### src/rtl/size_exploration_pkg.sv
// Shared types and constants for the size exploration harness.
//   mode_e    : arithmetic function of the compute unit
//   state_e   : sequencing FSM state
//   RES_W     : width of the result register / accumulator
//   cfg_legal : elaboration-time parameter legality check
package size_exploration_pkg;

  localparam int RES_W = 32;

  typedef enum logic [1:0] {
    MODE_ADD  = 2'd0,
    MODE_MULT = 2'd1,
    MODE_FMA  = 2'd2
  } mode_e;

  typedef enum logic [0:0] {
    ST_IDLE = 1'b0,
    ST_RUN  = 1'b1
  } state_e;

  // The full product must fit the result register without truncation.
  function automatic bit cfg_legal(input int width, input int channels, input int pipe);
    return (width >= 2) && (width <= 16) && (2 * width <= RES_W) &&
           (channels >= 1) && (channels <= 3) &&
           (pipe >= 0) && (pipe <= 3);
  endfunction

endpackage

### src/rtl/explore_unit.sv
// Compute unit under exploration: operand latch, ADD/MULT/FMA datapath,
// 32-bit accumulator with sticky overflow, and a PIPE-deep delay line.
//   clk, reset   : clock, synchronous active-high reset
//   ena          : global enable, low freezes every register
//   launch       : accepted start (already qualified by the FSM)
//   clr          : accepted accumulator clear (applied before launch)
//   a, b, c      : operands
//   res          : result, valid PIPE cycles after launch
//   ovf          : sticky accumulator carry-out (FMA only, else 0)
module explore_unit
  import size_exploration_pkg::*;
#(
  parameter int    WIDTH    = 8,
  parameter int    PIPE     = 1,
  parameter mode_e MODE_SEL = MODE_FMA
) (
  input  logic             clk,
  input  logic             reset,
  input  logic             ena,
  input  logic             launch,
  input  logic             clr,
  input  logic [WIDTH-1:0] a,
  input  logic [WIDTH-1:0] b,
  input  logic [WIDTH-1:0] c,
  output logic [RES_W-1:0] res,
  output logic             ovf
);

  logic [WIDTH-1:0] a_q, b_q, c_q;
  logic [RES_W-1:0] acc_q;
  logic             ovf_q;

  logic [RES_W-1:0] arith;
  logic [RES_W-1:0] fma_term;
  logic [RES_W-1:0] acc_base;
  logic [RES_W:0]   acc_sum;
  logic [RES_W-1:0] stage0;

  // NOTE: every signal assigned in always_comb gets a value on every path
  // (defaults first), otherwise synthesis infers a latch.
  always_comb begin
    arith    = '0;
    fma_term = RES_W'(a) * RES_W'(b) + RES_W'(c);
    acc_base = clr ? '0 : acc_q;
    acc_sum  = (RES_W + 1)'(acc_base) + (RES_W + 1)'(fma_term);
    case (MODE_SEL)
      MODE_ADD:  arith = RES_W'(a_q) + RES_W'(b_q) + RES_W'(c_q);
      MODE_MULT: arith = RES_W'(a_q) * RES_W'(b_q);
      default:   arith = acc_q;
    endcase
    stage0 = arith;
  end

  // The accumulator updates on the launch edge from the live operands, so
  // in FMA mode acc_q itself plays the role of the operand latch.
  always_ff @(posedge clk) begin
    if (reset) begin
      a_q   <= '0;
      b_q   <= '0;
      c_q   <= '0;
      acc_q <= '0;
      ovf_q <= 1'b0;
    end else if (ena) begin
      if (launch) begin
        a_q   <= a;
        b_q   <= b;
        c_q   <= c;
        acc_q <= acc_sum[RES_W-1:0];
      end else if (clr) begin
        acc_q <= '0;
      end
      ovf_q <= (ovf_q & ~clr) | (launch & acc_sum[RES_W]);
    end
  end

  assign ovf = (MODE_SEL == MODE_FMA) ? ovf_q : 1'b0;

  if (PIPE == 0) begin : g_no_pipe
    assign res = stage0;
  end else begin : g_pipe
    logic [RES_W-1:0] dly_q [PIPE];

    always_ff @(posedge clk) begin
      if (reset) begin
        for (int k = 0; k < PIPE; k++) dly_q[k] <= '0;
      end else if (ena) begin
        dly_q[0] <= stage0;
        for (int k = 1; k < PIPE; k++) dly_q[k] <= dly_q[k-1];
      end
    end

    assign res = dly_q[PIPE-1];
  end

endmodule

### src/rtl/size_exploration_harness.sv
// Pin-limited exploration wrapper: serially loads up to three operands,
// launches one operation on the compute unit, and exposes the 32-bit result
// one byte at a time.
//   clk, reset : clock, synchronous active-high reset
//   ena        : global enable, low freezes all state
//   ser_in     : one serial operand bit per channel, MSB first
//   shift      : shift one bit into every operand register (IDLE only)
//   start      : launch one operation (IDLE only)
//   acc_clr    : clear accumulator, applied before a same-cycle start
//   sel        : result byte select, 0 = bits 7:0 ... 3 = bits 31:24
//   dout       : selected result byte (combinational)
//   busy       : operation in flight
//   done       : one-cycle pulse when the result register updates
//   ovf        : sticky accumulator overflow (FMA only)
module size_exploration_harness
  import size_exploration_pkg::*;
#(
  parameter int    WIDTH    = 8,
  parameter int    CHANNELS = 2,
  parameter string MODE     = "FMA",
  parameter int    PIPE     = 1
) (
  input  logic                clk,
  input  logic                reset,
  input  logic                ena,
  input  logic [CHANNELS-1:0] ser_in,
  input  logic                shift,
  input  logic                start,
  input  logic                acc_clr,
  input  logic [1:0]          sel,
  output logic [7:0]          dout,
  output logic                busy,
  output logic                done,
  output logic                ovf
);

  localparam mode_e MODE_SEL = (MODE == "ADD")  ? MODE_ADD  :
                               (MODE == "MULT") ? MODE_MULT : MODE_FMA;

  if (!cfg_legal(WIDTH, CHANNELS, PIPE) ||
      !(MODE == "ADD" || MODE == "MULT" || MODE == "FMA")) begin : g_illegal_cfg
    $error("size_exploration_harness: illegal parameter combination");
  end

  state_e           state_q;
  logic [1:0]       cnt_q;
  logic [RES_W-1:0] result_q;
  logic [WIDTH-1:0] op_q [CHANNELS];
  logic [WIDTH-1:0] a, b, c;
  logic [RES_W-1:0] unit_res;
  logic             idle;
  logic             launch;
  logic             clr;

  assign idle   = (state_q == ST_IDLE);
  assign launch = ena & idle & start;
  assign clr    = ena & idle & acc_clr;

  assign a = op_q[0];
  if (CHANNELS == 1) begin : g_b_alias
    assign b = op_q[0];
  end else begin : g_b_chan
    assign b = op_q[1];
  end
  if (CHANNELS == 3) begin : g_c_chan
    assign c = op_q[2];
  end else begin : g_c_zero
    assign c = '0;
  end

  // NOTE: sequential state uses non-blocking assignments only, so every
  // register samples pre-edge values regardless of statement order.
  always_ff @(posedge clk) begin
    if (reset) begin
      state_q  <= ST_IDLE;
      cnt_q    <= '0;
      result_q <= '0;
      done     <= 1'b0;
      // NOTE: the operand array is a handful of flops, not a RAM, and its
      // contents are observable, so it is reset along with the control state.
      for (int i = 0; i < CHANNELS; i++) op_q[i] <= '0;
    end else if (ena) begin
      done <= 1'b0;
      case (state_q)
        ST_IDLE: begin
          if (start) begin
            state_q <= ST_RUN;
            cnt_q   <= 2'(PIPE);
          end else if (shift) begin
            for (int i = 0; i < CHANNELS; i++)
              op_q[i] <= {op_q[i][WIDTH-2:0], ser_in[i]};
          end
        end
        default: begin
          if (cnt_q == 2'd0) begin
            result_q <= unit_res;
            done     <= 1'b1;
            state_q  <= ST_IDLE;
          end else begin
            cnt_q <= cnt_q - 2'd1;
          end
        end
      endcase
    end
  end

  explore_unit #(
    .WIDTH    (WIDTH),
    .PIPE     (PIPE),
    .MODE_SEL (MODE_SEL)
  ) u_unit (
    .clk    (clk),
    .reset  (reset),
    .ena    (ena),
    .launch (launch),
    .clr    (clr),
    .a      (a),
    .b      (b),
    .c      (c),
    .res    (unit_res),
    .ovf    (ovf)
  );

  assign busy = ~idle;
  assign dout = result_q[{sel, 3'b000} +: 8];

endmodule

### config.mk
export PLATFORM = sky130hd
export DESIGN_NAME = size_exploration_harness
export DESIGN_NICKNAME = d
export VERILOG_FILES = /design/src/rtl/size_exploration_pkg.sv /design/src/rtl/explore_unit.sv /design/src/rtl/size_exploration_harness.sv
export SDC_FILE = /design/constraint.sdc
export NUM_CORES = 1
export LEC_CHECK = 0
export CORE_ASPECT_RATIO = 1.2
export CORE_MARGIN = 2
export CORE_UTILIZATION = 45
export CTS_BUF_LIST = sky130_fd_sc_hd__clkbuf_4 sky130_fd_sc_hd__clkbuf_8
export DETAILED_ROUTE_END_ITERATION = 8
export GPL_TIMING_DRIVEN = 1
export HOLD_SLACK_MARGIN = 0.03
export PLACE_DENSITY = 0.66
export SLEW_MARGIN = 10
export SYNTH_ARGS = -nofsm -noshare
export SYNTH_HDL_FRONTEND = slang
export SYNTH_HIERARCHICAL = 1
export SYNTH_SLANG_ARGS = --single-unit
### constraint.sdc
create_clock -name clk -period 13.1 [get_ports clk]
set_input_delay 1.965 -clock clk [delete_from_list [all_inputs] [get_ports clk]]
set_output_delay 1.965 -clock clk [all_outputs]
set_load 0.05 [all_outputs]
# After elaboration in Yosys (flattened, before gate mapping)
# Memories as Yosys holds them, arrays and structs flattened. A register that Yosys moved wholly into a read port is not among the register bits.
# Index checks and enable logic that the tools add are counted.
totals:
  mem_bits_rw: 48
  elab_cells: 52
  register_bits: 37
  memories: 2
  output_inout_bits: 11
op_classes:
  bitwise: 10
  reduce_logical: 5
  n_mux: 25
  add_sub_neg: 2
  n_eq_ne: 1
  shift: 1
  mul: 1
mem_list:
  columns: ["name", "depth", "width", "rd", "rd_ports_with_merged_regs", "wr", "line_no", "source"]
  rows:
  - ["u_unit.g_pipe.dly_q", 1, 32, 1, 1, 1, "explore_unit.sv:81", "logic [RES_W-1:0] dly_q [PIPE];"]
  - ["op_q", 2, 8, 2, 0, 2, "size_exploration_harness.sv:48", "logic [WIDTH-1:0] op_q [CHANNELS];"]
ops:
  columns: ["cell", "n"]
  rows:
  - ["$mux 32", 3]
  - ["$add 32x16->33", 1]
  - ["$reduce_or 32->1", 1]
  - ["$shiftx 32x6->8", 1]
  - ["$mux 1", 17]
  - ["$mul 8x8->16", 1]
  - ["$mux 8", 2]
  - ["$mux 2", 3]
  - ["$reduce_and 3->1", 2]
  - ["$and 1x1->1", 5]
  - ["$or 1x1->1", 3]
  - ["$logic_not 2->1", 1]
  - ["$ne 2x2->1 const B", 1]
  - ["$not 1->1", 2]
  - ["$reduce_bool 2->1", 1]
  - ["$sub 2x1->2 const B", 1]

# Longest topological paths before layout
# Gate-level depths: netlist (run 1).
logic_depth:
  ltp_word: 7
  ltp_mapped: 20
  mapped_depth_nobuf: 19

# Cells and area by module
# The synthesis (run 1) kept the hierarchy.
modules_own_cells:
  columns: ["mod", "cells_per_inst", "instances", "area_per_inst_um2"]
  rows:
  - ["explore_unit", 608, 1, 5825.6]
  - ["size_exploration_harness", 213, 1, 2134.5]

# Worst setup path after synthesis (run 1)
# OpenSTA, ideal clock, no wires.
synth_path:
  path_kind: "in2reg"
  from: "input ena"
  to: "register u_unit.acc_q[20]"
  path_stages: 18
  slack_ns: 6.235
  arrival_ns: 6.743
  setup_ns: 0.122
  path_buffers: 3
  cell_sequence: "buf_2 and3b_1 clkbuf_1 clkbuf_1 nor2b_1 ha_1 fa_1 fa_1 fa_1 ha_1 ha_1 and3_4 and3_1 a211oi_2 o211ai_2 a21boi_2 nor4_1 a311o_1"
synth_via:
  elab_chain_cells: 5
  word_cells_on_any_way: 6
  classes_between: "1 x add/sub; 2 x mux; 3 x bitwise"
synth_rtl:
  columns: ["element", "line_no", "source"]
  rows:
  - ["from (decl)", "size_exploration_harness.sv:25", "input logic ena,"]
  - ["$and 1x1->1 (*) (2 in a row)", "size_exploration_harness.sv:57", "assign clr = ena & idle & acc_clr;"]
  - ["named net clr", "size_exploration_harness.sv:53", "logic clr;"]
  - ["$mux 32 (*)", "explore_unit.sv:44", "acc_base = clr ? '0 : acc_q;"]
  - ["$add 32x16->33", "explore_unit.sv:45", "acc_sum = (RES_W + 1)'(acc_base) + (RES_W + 1)'(fma_term);"]
  - ["$mux 32 (*)", "explore_unit.sv:64", "if (launch) begin"]
  - ["to (signal assigned)", "explore_unit.sv:68", "acc_q <= acc_sum[RES_W-1:0];"]
  - ["to (decl)", "explore_unit.sv:30", "logic [RES_W-1:0] acc_q;"]
# The timed path passes the listed nets; every way through them passes the cells marked *.
# A chain may end at the register's enable or synchronous reset.

# Worst setup path after layout (run 1)
# Same ends and word-level chain as after synthesis.

==> flow_metrics.tcl, run 1 <==
set metrics [dict create \
    r2r_cells 16 \
    crit_path_end_kind "flop" \
    cts_resized 0 \
    antenna_left 0 \
    coreArea_um2 17440 \
    final_cells 1073 \
    p_total_mw 1.025 \
    synthCells 821 \
    synth_seq_area_share_pct 35.46 \
    drc_errors 0 \
    clkTransAtPathRegs_ns 0.07 \
    arrival_ns 7.22 \
    ctsHoldBuffers 0 \
    synth.distinct_cells 71 \
    drv_cap 0 \
    crit_start "ena" \
    place_hpwl_um 12160 \
    htreeDepth 4 \
    r2r_start "op_q[0][2]$_SDFFCE_PN0P_" \
    setup_tns_ns 0 \
    multi_input_area_um2 4700 \
    routabilityCongestion 0.9183 \
    cts_tree "yes" \
    synth.largest_area_cell "edfxtp_1" \
    avgViaCountPerCell 5.246 \
    seq_area_um2 2823 \
    netSwitchingFraction_pct 29.91 \
    setup_violations 0 \
    wl_per_cell_um 15.02 \
    holdPathStages 2 \
    cp_max_fo 24 \
    synth_top_area_share_pct 18.11 \
    drt-initial-drc-count 225 \
    dp_cells 1041 \
    min_period_ns 6.905 \
    comb_power_share_pct 22.0 \
    grt_max_degree 56 \
    async_flop_share_pct 0 \
    switchingPower_mw 0.3065 \
    drtPass1Iterations 4 \
    numCtsBuffers 17 \
    max-vdd-ir-drop_uv 62.86 \
    synth.most_common_cell "nand2_1" \
    whs_ns 0.4525 \
    io_pins 21 \
    synth.avg_cell_area_um2 9.696 \
    yosys_warnings 6 \
    period_share_pct 52.71 \
    worst_pin_slew_ns 1.170 \
    mappedNetlistArea_um2 7960 \
    max_slew_margin_pct 21.89 \
    r2r_end "u_unit/acc_q[28]$_SDFFE_PP0P_" \
    start_util_pct 45.64 \
    max_freq_mhz 144.8 \
    drive_gt1_share_pct 6.800 \
    finalHoldViolCount 0 \
    seq_power_share_pct 39.5 \
    hold_path_class "reg2reg" \
    synth_commonest_cells "137 x nand2_1, 90 x and2_1, 73 x inv_1" \
    vias 5629 \
    grt_usage_pct 18.14 \
    leakagePower_nw 3.731 \
    root_buffer "clkbuf_8" \
    cts.sinks 117 \
    synth_area_leaders "edfxtp_1 18%, dfxtp_1 17%, fa_1 14%" \
    fill_cells 1643 \
    rsz0062_at_grt "false" \
    ff2ff_setup_slack_ns 7.61 \
    wirelength_um 16120 \
    area_delta_synth_final_pct 10.22 \
    grt_overflow 0 \
    internal-power_mw 0.7183 \
    ys.flop_type "dfxtp_1" \
    num-nets-final 963 \
    crit_required_ns 13.42 \
    grt_pass1_vias 5533 \
    die_h_um 149.7 \
    hp-start "result_q[21]$_SDFFE_PP0P_" \
    power_density_nw_per_um2 116.8 \
    grt_pass1_wl_um 27230 \
    clkLatencyLatePin_ns 0.44 \
    outcome "completed" \
    finalClockSkew_ns 0.01489 \
    antenna_found_initial 0 \
    dieArea_um2 18770 \
    crit_type "in2reg" \
    synth_seq_cells 117 \
    diodes 0 \
    die_w_um 125.4 \
    fin_util_pct 50.30 \
    synth_edf_count 48 \
    rows 53 \
    cp-start-kind "input port" \
    hold_end "result_q[21]$_SDFFE_PP0P_" \
    slew_violations 0 \
    port_buffers 20 \
    cts_setup_buffers 0 \
    power_frac_clock_pct 38.6 \
    clk_path_buf_depth 2 \
]
## state kept, by name (all words and copies together), names as in the netlist
register / cells
result_q: 32
busy: 1
op_q: 16
cnt_q: 2
u_unit/ovf: 1
u_unit/acc_q: 32
done: 1
u_unit/g_pipe.dly_q: 32
## worst max path at each step
stage	to	slack (ns)	cells past startpoint
global route	u_unit/acc_q[28]$_SDFFE_PP0P_	5.95	18
CTS	u_unit/acc_q[20]$_SDFFE_PP0P_	6.23	18
finish	u_unit/acc_q[20]$_SDFFE_PP0P_	6.20	18
floorplan	u_unit/acc_q[20]$_SDFFE_PP0P_	6.23	18
global placement	u_unit/acc_q[28]$_SDFFE_PP0P_	5.87	18
detailed placement	u_unit/acc_q[20]$_SDFFE_PP0P_	5.76	18
## power groups by stage
| stage | combinational, mW | sequential, mW | clock (mW) |
|---|---|---|---|
| 2_1_floorplan | 0.190 | 0.408 | 0 |
| 3_3_place_gp | 0.220 | 0.413 | 0 |
| 3_5_place_dp | 0.224 | 0.413 | 0 |
| 4_1_cts | 0.228 | 0.405 | 0.400 |
| 5_1_grt | 0.259 | 0.407 | 0.416 |
| 6_report | 0.225 | 0.404 | 0.395 |
## routing by layer
metal  vias up  part of all wire, %  GRT usage [%]
met1      2688                   45          22.62
met2       108                   51          32.28
met5         -                    0              0
li1       2818                    -              -
met3        15                  3.5          3.182
met4         0                  1.0          5.444
## placed cells by master, fill, tap and decap left out, types with 7 or more instances in the layout
| cell type | count |
|---|---|
| xor2_1 | 8 |
| fa_1 | 55 |
| nor2b_1 | 16 |
| o21ai_0 | 17 |
| mux4_2 | 8 |
| inv_1 | 73 |
| nand4_1 | 7 |
| nand2_1 | 137 |
| clkbuf_8 | 18 |
| nand3_1 | 11 |
| ha_1 | 58 |
| dfxtp_1 | 69 |
| a21oi_1 | 59 |
| conb_1 | 8 |
| edfxtp_1 | 48 |
| a22oi_1 | 9 |
| nor2_1 | 22 |
| clkdlybuf4s50_1 | 19 |
| and2_1 | 90 |
## cells by family after synthesis
group / Yosys count / synth area share, %
AND/OR/NAND/NOR: 321 / 20.62
AO/OA/AOI/OAI: 141 / 11.14
flip-flops: 117 / 35.46
adder cells (fa/ha/maj): 113 / 22.95
buffers and inverters: 105 / 5.831
XOR/XNOR: 14 / 1.540
multiplexers: 9 / 2.405
other: 1 / 0.04711
## critical path, cell delays in order
cell	delay, ns
clkdlybuf4s50_1	0.46
buf_4	0.23
and3b_1	0.19
buf_4	0.28
nor2b_1	0.09
ha_1	0.32
fa_1	0.52
fa_1	0.44
fa_1	0.49
ha_1	0.31
ha_1	0.37
and3_4	0.22
and3_1	0.19
a211oi_2	0.31
o211ai_2	0.15
a21boi_2	0.27
nor4_1	0.09
a311o_1	0.32
## metrics by stage
| stage | setup slack (ns) | cell area [um^2] |
|---|---|---|
| floorplan | 6.235 | 7986 |
| CTS | 6.229 | 8773 |
| finish | 6.195 | 8773 |
| global route | 5.949 | 8773 |
| global placement | 5.868 | 8304 |
| detailed placement | 5.760 | 8304 |
## layout make-up
class / instances / area share (%)
flip-flops and latches: 117 / 32.17
multi-input cells: 606 / 53.57
well taps: 220 / 3.137
repair buffers: 25 / 2.653
inverters: 73 / 3.123
clock buffers: 18 / 2.824
clock inverters: 14 / 2.524
(Power assumes the default switching activity.)
==> run 2, diff against run 1 <==
==> constraint.sdc (replaced) <==
create_clock -name clk -period 6.64 [get_ports clk]
set_input_delay 0.996 -clock clk [delete_from_list [all_inputs] [get_ports clk]]
set_output_delay 0.996 -clock clk [all_outputs]
set_load 0.05 [all_outputs]
==> flow_metrics.tcl, run 2 (same netlist as run 1, synthesis figures left out) <==
set metrics [dict create \
    wl_per_cell_um 15.18 \
    cp_slowest_cell "fa_1" \
    seq_area_um2 2823 \
    drc_errors 0 \
    drtPass1Iterations 5 \
    vias 5621 \
    worst-path-buf-inv 1 \
    period_share_pct 83.75 \
    fill_cells 1638 \
    root_buffer "clkbuf_8" \
    crit_start "ena" \
    cp_max_fo 6 \
    grt_pass1_wl_um 27820 \
    hold_path_class "reg2reg" \
    place_hpwl_um 12380 \
    power_frac_clock_pct 36.8 \
    hp-start "result_q[10]$_SDFFE_PP0P_" \
    avgViaCountPerCell 5.224 \
    start_util_pct 45.64 \
    worstPathCellList "clkdlybuf4s50_1 > and3b_1 > nor2b_1 > ha_1 > fa_1 > fa_1 > fa_1 > ha_1 > ha_1 > and3_4 > and3_1 > a211oi_2 > o211ai_2 > a21boi_2 > nor4_1 > a311o_1" \
    die_h_um 149.7 \
    die_w_um 125.4 \
    slew_violations 0 \
    switchingPower_mw 0.5727 \
    leakagePower_nw 3.730 \
    worst_pin_slew_ns 1.183 \
    ctsHoldBuffers 0 \
    grt_usage_pct 18.43 \
    max_freq_mhz 179.8 \
    wirelength_um 16330 \
    seq_power_share_pct 40.6 \
    rows 53 \
    layout_common_cells "137 x nand2_1, 90 x and2_1, 73 x inv_1" \
    num-nets-final 965 \
    port_buffers 20 \
    multi_input_area_um2 4700 \
    arrival_ns 5.87 \
    comb_power_share_pct 22.6 \
    grt_max_degree 56 \
    drv_cap 0 \
    p_total_mw 1.966 \
    crit_required_ns 6.95 \
    antenna_found_initial 1 \
    min_period_ns 5.561 \
    clkLatencyLatePin_ns 0.43 \
    area_delta_synth_final_pct 10.03 \
    htreeDepth 4 \
    io_pins 21 \
    finalClockSkew_ns 0.01244 \
    crit_family "adder cells" \
    drt-initial-drc-count 324 \
    setup_violations 0 \
    rsz0062_at_grt "false" \
    cp-start-kind "input port" \
    grt_pass1_vias 5575 \
    crit_path_end_kind "flop" \
    routabilityCongestion 0.9169 \
    coreArea_um2 17440 \
    internal-power_mw 1.393 \
    power_density_nw_per_um2 224.4 \
    cts.sinks 117 \
    crit_type "in2reg" \
    drive_gt1_share_pct 7.018 \
    max-vdd-ir-drop_uv 109.1 \
    cp_slowest_stage_delay_ns 0.52 \
    dieArea_um2 18770 \
    outcome "completed" \
    max_slew_margin_pct 21.03 \
    netSwitchingFraction_pct 29.14 \
    setup_tns_ns 0 \
    antenna_left 0 \
    r2r_start "op_q[0][2]$_SDFFCE_PN0P_" \
    reg_top3 "result_q (32), u_unit/acc_q (32), u_unit/g_pipe.dly_q (32)" \
    clk_path_buf_depth 2 \
    clkTransAtPathRegs_ns 0.07 \
    cts_tree "yes" \
    grt_overflow 0 \
    numCtsBuffers 17 \
    layout_commonest_cell "nand2_1" \
    finalHoldViolCount 0 \
    cts_setup_buffers 0 \
    cts_resized 0 \
]
==> run 2: changes by cell type in the layout (fill, tap and decap cells not counted), sizes merged <==
cell	previous run	this run
inv	78	73
clkinv	4	5
bufinv	5	4
clkbuf	18	23
buf	6	8
diode	0	1
==> run 2: per-layer routing <==
layer	share of wire, %	global-route usage (%)
met3	3.6	3.647
met5	0	0
met2	49	31.25
met1	44	23.12
met4	2.7	7.722
==> run 2: layout make-up <==
class                      instances  area share (%)
inverter                          73           3.129
sequential                       117           32.23
antenna                            1         0.02857
tap                              220           3.143
clock inverter                     9           1.729
timing repair buffer              27           2.829
multi-input combinational        606           53.66
clock buffer                      23           3.257
==> run 2: path summary, 6_finish.rpt <==
check                                       end  cells past startpoint  slack, ns
setup / recovery  u_unit/acc_q[20]$_SDFFE_PP0P_                     16       1.08
hold / removal        result_q[10]$_SDFFE_PP0P_                      2       0.45
setup reg to reg  u_unit/acc_q[20]$_SDFFE_PP0P_                     16       1.18
hold reg to reg       result_q[10]$_SDFFE_PP0P_                      2       0.45
==> run 2: worst min-delay path: stages (launching register included) <==
cell,delay [ns]
dfxtp_1,0.31
nand2_1,0.05
a21oi_1,0.05
==> run 2: metrics by stage <==
stage	std cells	hold WS [ns]	worst slack, ns	utilization [%]	cell area, um^2
finish	1076	0.4522	1.079	50.22	8758
detailed placement	1043	0.4445	0.6921	47.70	8319
global route	1076	0.4701	0.9476	50.22	8758
floorplan	828	0.4309	0.7438	-	7986
CTS	1075	0.4539	1.123	50.20	8756
global placement	1043	0.4388	0.7712	47.70	8319
==> run 2: power groups by stage <==
stage / Combinational [mW] / Clock, mW / Sequential (mW)
2_1_floorplan: 0.375 / 0 / 0.804
3_3_place_gp: 0.438 / 0 / 0.814
3_5_place_dp: 0.445 / 0 / 0.814
4_1_cts: 0.448 / 0.740 / 0.798
5_1_grt: 0.510 / 0.767 / 0.802
6_report: 0.444 / 0.724 / 0.798
==> run 3, diff against run 2 <==
==> constraint.sdc (replaced) <==
create_clock -name clk -period 5.5 [get_ports clk]
set_input_delay 0.825 -clock clk [delete_from_list [all_inputs] [get_ports clk]]
set_output_delay 0.825 -clock clk [all_outputs]
set_load 0.05 [all_outputs]
==> flow_metrics.tcl, run 3 (same netlist as run 1, synthesis figures left out) <==
set metrics [dict create \
    outcome "completed" \
    postLayoutCellArea_um2 9066 \
    hp-start "result_q[5]$_SDFFE_PP0P_" \
    start_util_pct 45.64 \
    max_freq_mhz 189.8 \
    crit_path_end_kind "flop" \
    die_h_um 149.7 \
    worst_pin_slew_ns 1.174 \
    p_total_mw 2.465 \
    routabilityCongestion 0.9010 \
    setup_tns_ns 0 \
    layout_commonest_cell "nand2_1" \
    finalHoldViolCount 0 \
    grt_usage_pct 18.23 \
    cts_tree "yes" \
    wirelength_um 16420 \
    grt_max_degree 43 \
    num-nets-final 1004 \
    drt-initial-drc-count 215 \
    cp_max_fo 5 \
    antenna_found_initial 0 \
    max_slew_margin_pct 21.68 \
    diodes 0 \
    fin_util_pct 51.98 \
    cp-start-kind "flop" \
    r2r_cells 17 \
    antenna_left 0 \
    place_hpwl_um 12780 \
    avgViaCountPerCell 5.156 \
    slew_violations 0 \
    clk_path_buf_depth 2 \
    period_share_pct 95.80 \
    drc_errors 0 \
    root_buffer "clkbuf_8" \
    cts.sinks 117 \
    drtPass1Iterations 4 \
    crit_required_ns 5.83 \
    setup_violations 0 \
    arrival_ns 5.59 \
    vias 5744 \
    clkLatencyLatePin_ns 0.44 \
    io_pins 21 \
    grt_pass1_vias 5663 \
    drv_cap 0 \
    max-vdd-ir-drop_uv 128.1 \
    fin_ws_ns 0.2309 \
    power_density_nw_per_um2 271.9 \
    hold_end "result_q[5]$_SDFFE_PP0P_" \
    area_delta_synth_final_pct 13.90 \
    leakagePower_nw 3.929 \
    port_buffers 20 \
    rows 53 \
    hold_path_class "reg2reg" \
    place_area_um2 8544 \
    place_ws_ns -0.1832 \
    drive_gt1_share_pct 11.41 \
    grt_overflow 0 \
    numCtsBuffers 17 \
    finalClockSkew_ns 0.01367 \
    htreeDepth 4 \
    dieArea_um2 18770 \
    coreArea_um2 17440 \
    min_period_ns 5.269 \
    die_w_um 125.4 \
    crit_type "reg2reg" \
    ff2ff_setup_slack_ns 0.23 \
    r2r_start "op_q[0][2]$_SDFFCE_PN0P_" \
    clkTransAtPathRegs_ns 0.08 \
    layout_common_cells "137 x nand2_1, 90 x and2_1, 73 x inv_1" \
    r2r_end "u_unit/acc_q[20]$_SDFFE_PP0P_" \
    wl_per_cell_um 14.74 \
    reg_top3 "result_q (32), u_unit/acc_q (32), u_unit/g_pipe.dly_q (32)" \
    holdPathStages 2 \
    grt_pass1_wl_um 27410 \
]
run 3: timing repair:
| action | 4_1_cts | 5_1_grt |
|---|---|---|
| hold buffers | 0 | 0 |
| endpoints found under the hold margin | 0 | 0 |
| setup endpoints to repair | 0 | 8 |
| resized for setup | 0 | 3 |
| setup buffers | 0 | 9 |
run 3: layout make-up:
class                   instances  area [um^2]
fillers                      1613         8374
multi-input cells             606         4706
flip-flops and latches        117         2823
repair buffers                 66        540.5
clock buffers                  23        297.8
well taps                     220        275.3
inverters                      73        274.0
clock inverters                 9        150.1
run 3: worst max-delay path, cell delays in order (launching register included):
cell	delay, ns
edfxtp_1	0.49
nand2_1	0.15
fa_1	0.45
fa_1	0.55
inv_1	0.05
fa_1	0.50
fa_1	0.54
inv_1	0.05
fa_1	0.52
inv_1	0.04
ha_1	0.35
and3_4	0.22
and3_1	0.19
a211oi_2	0.29
o211ai_2	0.13
a21boi_2	0.23
nor4_1	0.08
a311o_1	0.32
run 3: per-stage QoR:
step	cells	hold slack [ns]
after global routing	1114	0.4786
after detailed placement	1073	0.4473
final	1114	0.4543
after CTS	1105	0.4570
after global placement	1073	0.4406
after floorplan	828	0.4309
run 3: routing by layer:
metal  global-route usage [%]  share of wire (%)
met1                    22.27                 45
met2                    31.79                 50
met5                        0                  0
met4                    8.000                2.2
met3                    3.110                2.8
run 3: report_power, final:
group	total [mW]	internal, mW	switching (mW)	leakage, nW
logic	0.620	0.276	0.344	2.62
registers	0.957	0.935	0.0222	1.08
clock network	0.888	0.544	0.344	0.234
total	2.46	1.75	0.710	3.93
run 3: how the worst max path moves through the flow:
stage | startpoint | endpoint | slack [ns] | depth (start not counted)
6_report | op_q[0][2]$_SDFFCE_PN0P_ | u_unit/acc_q[20]$_SDFFE_PP0P_ | 0.23 | 17
5_1_grt | op_q[0][2]$_SDFFCE_PN0P_ | u_unit/acc_q[20]$_SDFFE_PP0P_ | -0.01 | 16
4_1_cts | op_q[0][2]$_SDFFCE_PN0P_ | u_unit/acc_q[20]$_SDFFE_PP0P_ | 0.17 | 17
3_5_place_dp | ena | u_unit/acc_q[20]$_SDFFE_PP0P_ | -0.18 | 16
3_3_place_gp | ena | u_unit/acc_q[20]$_SDFFE_PP0P_ | -0.1 | 16
2_1_floorplan | ena | u_unit/acc_q[20]$_SDFFE_PP0P_ | 0.02 | 18
==> patch 1, RTL diff (config.mk and constraints of run 3) <==
Put a register stage on the outputs `dout` and `busy`, with the module's reset. The values now appear one clock later. The other outputs are not delayed to match. Comments in the files are not updated.
--- a/src/rtl/size_exploration_harness.sv
+++ b/src/rtl/size_exploration_harness.sv
@@ -122,6 +122,13 @@
   );
 
-  assign busy = ~idle;
-  assign dout = result_q[{sel, 3'b000} +: 8];
+  always_ff @(posedge clk) begin
+    if (reset) begin
+      dout <= '0;
+      busy <= '0;
+    end else begin
+      dout <= result_q[{sel, 3'b000} +: 8];
+      busy <= ~idle;
+    end
+  end
 
 endmodule
Behaviour: not the same (Yosys sat finds a counterexample within 4 cycles, from zero or initial values and one cycle with reset high).
==> patch 1 against run 3 <==
- cell count rose by 2.0%
- design area rose by 3.6%
- sequential cell count rose by 9
- total power rose by 4.8%
- area after synthesis rose by 4.1%
- fmax fell by 0.52%
- wire length rose by 3.8%
- worst setup slack got worse by 0.028 ns
- highest routed layer unchanged
==> patch 1: results (changes against run 3) <==
FIRST_PASS_GRT_WIRE_LENGTH_MM=28.8  # +5.1%
RANKING_OF_SYNTHESIZED_CELLS_BY_AREA='sky130_fd_sc_hd__dfxtp_1, sky130_fd_sc_hd__edfxtp_1, sky130_fd_sc_hd__fa_1'
WORST_HOLD_SLACK_NS=0.455  # +0.00114 ns
DRIVE_GT1_SHARE_PCT=11.5  # +0.10 points
POWER_LEAKAGE_nW=4.12  # +4.8%
DRT_PRE_ANTENNA_ITERS=5  # +1
DR.FIRST_ITER.DRC_COUNT=297  # +38%
GRT_USE_TOTAL_PCT=18.3  # +0.085 points
REGTOREGENDPOINT='u_unit/acc_q[21]'
SYNTH.AVG_CELL_AREA_UM2=9.79  # +0.92%
POST_DRT_WL_PER_CELL_UM=15.0  # +1.8%
TIMING.REG2REG.SETUP_SLACK_NS=0.20  # -0.03 ns
DRT-VIAS-PER-INSTANCE=5.29  # +2.6%
MAXIMUM_NUMBER_OF_PINS_ON_ONE_NET_BEFORE_GLOBAL_ROUTE_REPAIR=61  # +42%
FIN_SKEW_NS=0.0185  # +0.00482 ns
GR-USAGE-MET2_PCT=31.4  # -0.42 points
FINALNETCOUNT=1022  # +1.8%
MIN_FROM='result_q[22]'
HPWLAFTERDP_MM=13.0  # +1.7%
WORST-ENDPOINT-ARRIVAL_NS=5.67  # +0.08 ns
STATUS='completed'
DETAILEDPLACE.WORSTSLACK_NS=-0.0728  # +0.110 ns
PLACE_AREA_UM2=8890  # +4.1%
TOTALWIRELENGTH_MM=17.0  # +3.8%
CLOCK_POWER_mW=0.951  # +7.1%
## patch 1: changes by cell type after synthesis, sizes merged, moves of 3 or more
cell | run 3 | this run
nor3 | 2 | 10
inv | 73 | 77
and3 | 8 | 33
and2 | 91 | 62
dfxtp | 69 | 78
clkbuf | 12 | 21
nand2 | 137 | 126
nand2b | 3 | 9
a21oi | 59 | 62
nor2b | 16 | 25
## patch 1: cell type report
cell class | count | area (µm²)
clock buffer | 19 | 255
clock inverter | 13 | 211
fill | 1672 | 8710
inverter | 77 | 289
multi-input combinational | 611 | 4820
sequential | 126 | 3000
tap | 224 | 280
timing repair buffer | 66 | 541
## patch 1: logic make-up after synthesis
family	Yosys count	share of synthesized area [%]
AOI/OAI and AO/OA	146	11.7
xor gates and xnor gates	14	1.48
adders and majority gates	113	22.0
buffers and inverters	117	5.96
DFF	126	36.2
muxes	9	2.48
other	1	0.0452
and+or+nand+nor	321	20.1
==> patch 2, RTL diff (settings of run 3) <==
Made on the original files. `RES_W`: 32 -> 48.
--- a/src/rtl/size_exploration_pkg.sv
+++ b/src/rtl/size_exploration_pkg.sv
@@ -6,5 +6,5 @@
 package size_exploration_pkg;
 
-  localparam int RES_W = 32;
+  localparam int RES_W = 48;
 
   typedef enum logic [1:0] {
Formal check against the unedited RTL: no difference found for any inputs over 4 cycles, from zero or initial values and one cycle with reset high; that may be too few to reach the edited logic, so the function may still have changed.
==> patch 2 against run 3 <==
- sequential cell count up 16
- critical endpoint is now u_unit/acc_q[47]
- total power up 15%
- clock power up 15%
- area after synthesis up 11%
- critical path depth up 1
- utilization up 1.6 points
- first-iteration DRC count up 73%
- design area up 15%
- synthesized cell count up 13%
- wire length up 23%
- worst setup slack worse by 0.21 ns
- die area up 11%
==> patch 2: results (changes against run 3) <==
STATUS='completed'
SLEW_HEADROOM_PCT=27.8  # +6.1 points
DRIVE_GT1_SHARE_PCT=15.4  # +4.0 points
WORST-ENDPOINT-ARRIVAL_NS=5.82  # +0.23 ns
MAXIMUM_NUMBER_OF_PINS_ON_ONE_NET_BEFORE_GLOBAL_ROUTE_REPAIR=60  # +40%
PLACE_AREA_UM2=9720  # +14%
REGTOREGENDPOINT='u_unit/acc_q[47]'
DETAILEDPLACE.WORSTSLACK_NS=-0.254  # -0.0707 ns
TOTALWIRELENGTH_MM=20.2  # +23%
GRT_USE_TOTAL_PCT=19.9  # +1.7 points
FIRST_PASS_GRT_WIRE_LENGTH_MM=33.1  # +21%
FIN_CELLS=1278  # +15%
DRT-VIAS-PER-INSTANCE=5.26  # +2.1%
HOLD_PATH_END='result_q[27]'
WORST_HOLD_SLACK_NS=0.456  # +0.00140 ns
FIN_SKEW_NS=0.0204  # +0.00668 ns
PLACED_CELLS=1238  # +15%
REG2REGPATHDEPTH=18  # +1
MIN_FROM='result_q[27]'
POWER_PER_CELL_AREA_nW_PER_UM2=272  # +0.18%
GRT_PASS1_VIAS=6560  # +16%
CLOCK_POWER_mW=1.02  # +15%
FINALNETCOUNT=1127  # +12%
IR_WORST_VDD_mV=0.156  # +22%
REG2REG_FROM='op_q[0][0]'
LAYOUT_SETUP_WS_NS=0.0206  # -0.210 ns
## patch 2: final cells by class
cell class / count / area, µm²
fillers: 1784 / 9000
multi-input cells: 686 / 5430
flip-flops and latches: 133 / 3140
repair buffers: 89 / 733
well taps: 261 / 327
inverters: 77 / 289
clock inverters: 14 / 246
clock buffers: 18 / 241
## patch 2: timing repair
item                                    4_1_cts  5_1_grt
endpoints found under the setup margin        1       24
pin swaps                                     0       35
setup buffers                                 2        7
resized for setup                             0       36
## patch 2: per-layer routing
metal | share of wire, % | vias to the layer above | routed length (µm) | global-route usage [%]
met5 | 0 | - | 0 | 0
li1 | - | 3328 | - | -
met4 | 1.6 | 0 | 331 | 6.16
met1 | 44 | 3265 | 8850 | 24.4
met3 | 3.9 | 17 | 776 | 3.81
met2 | 51 | 116 | 10200 | 35.4
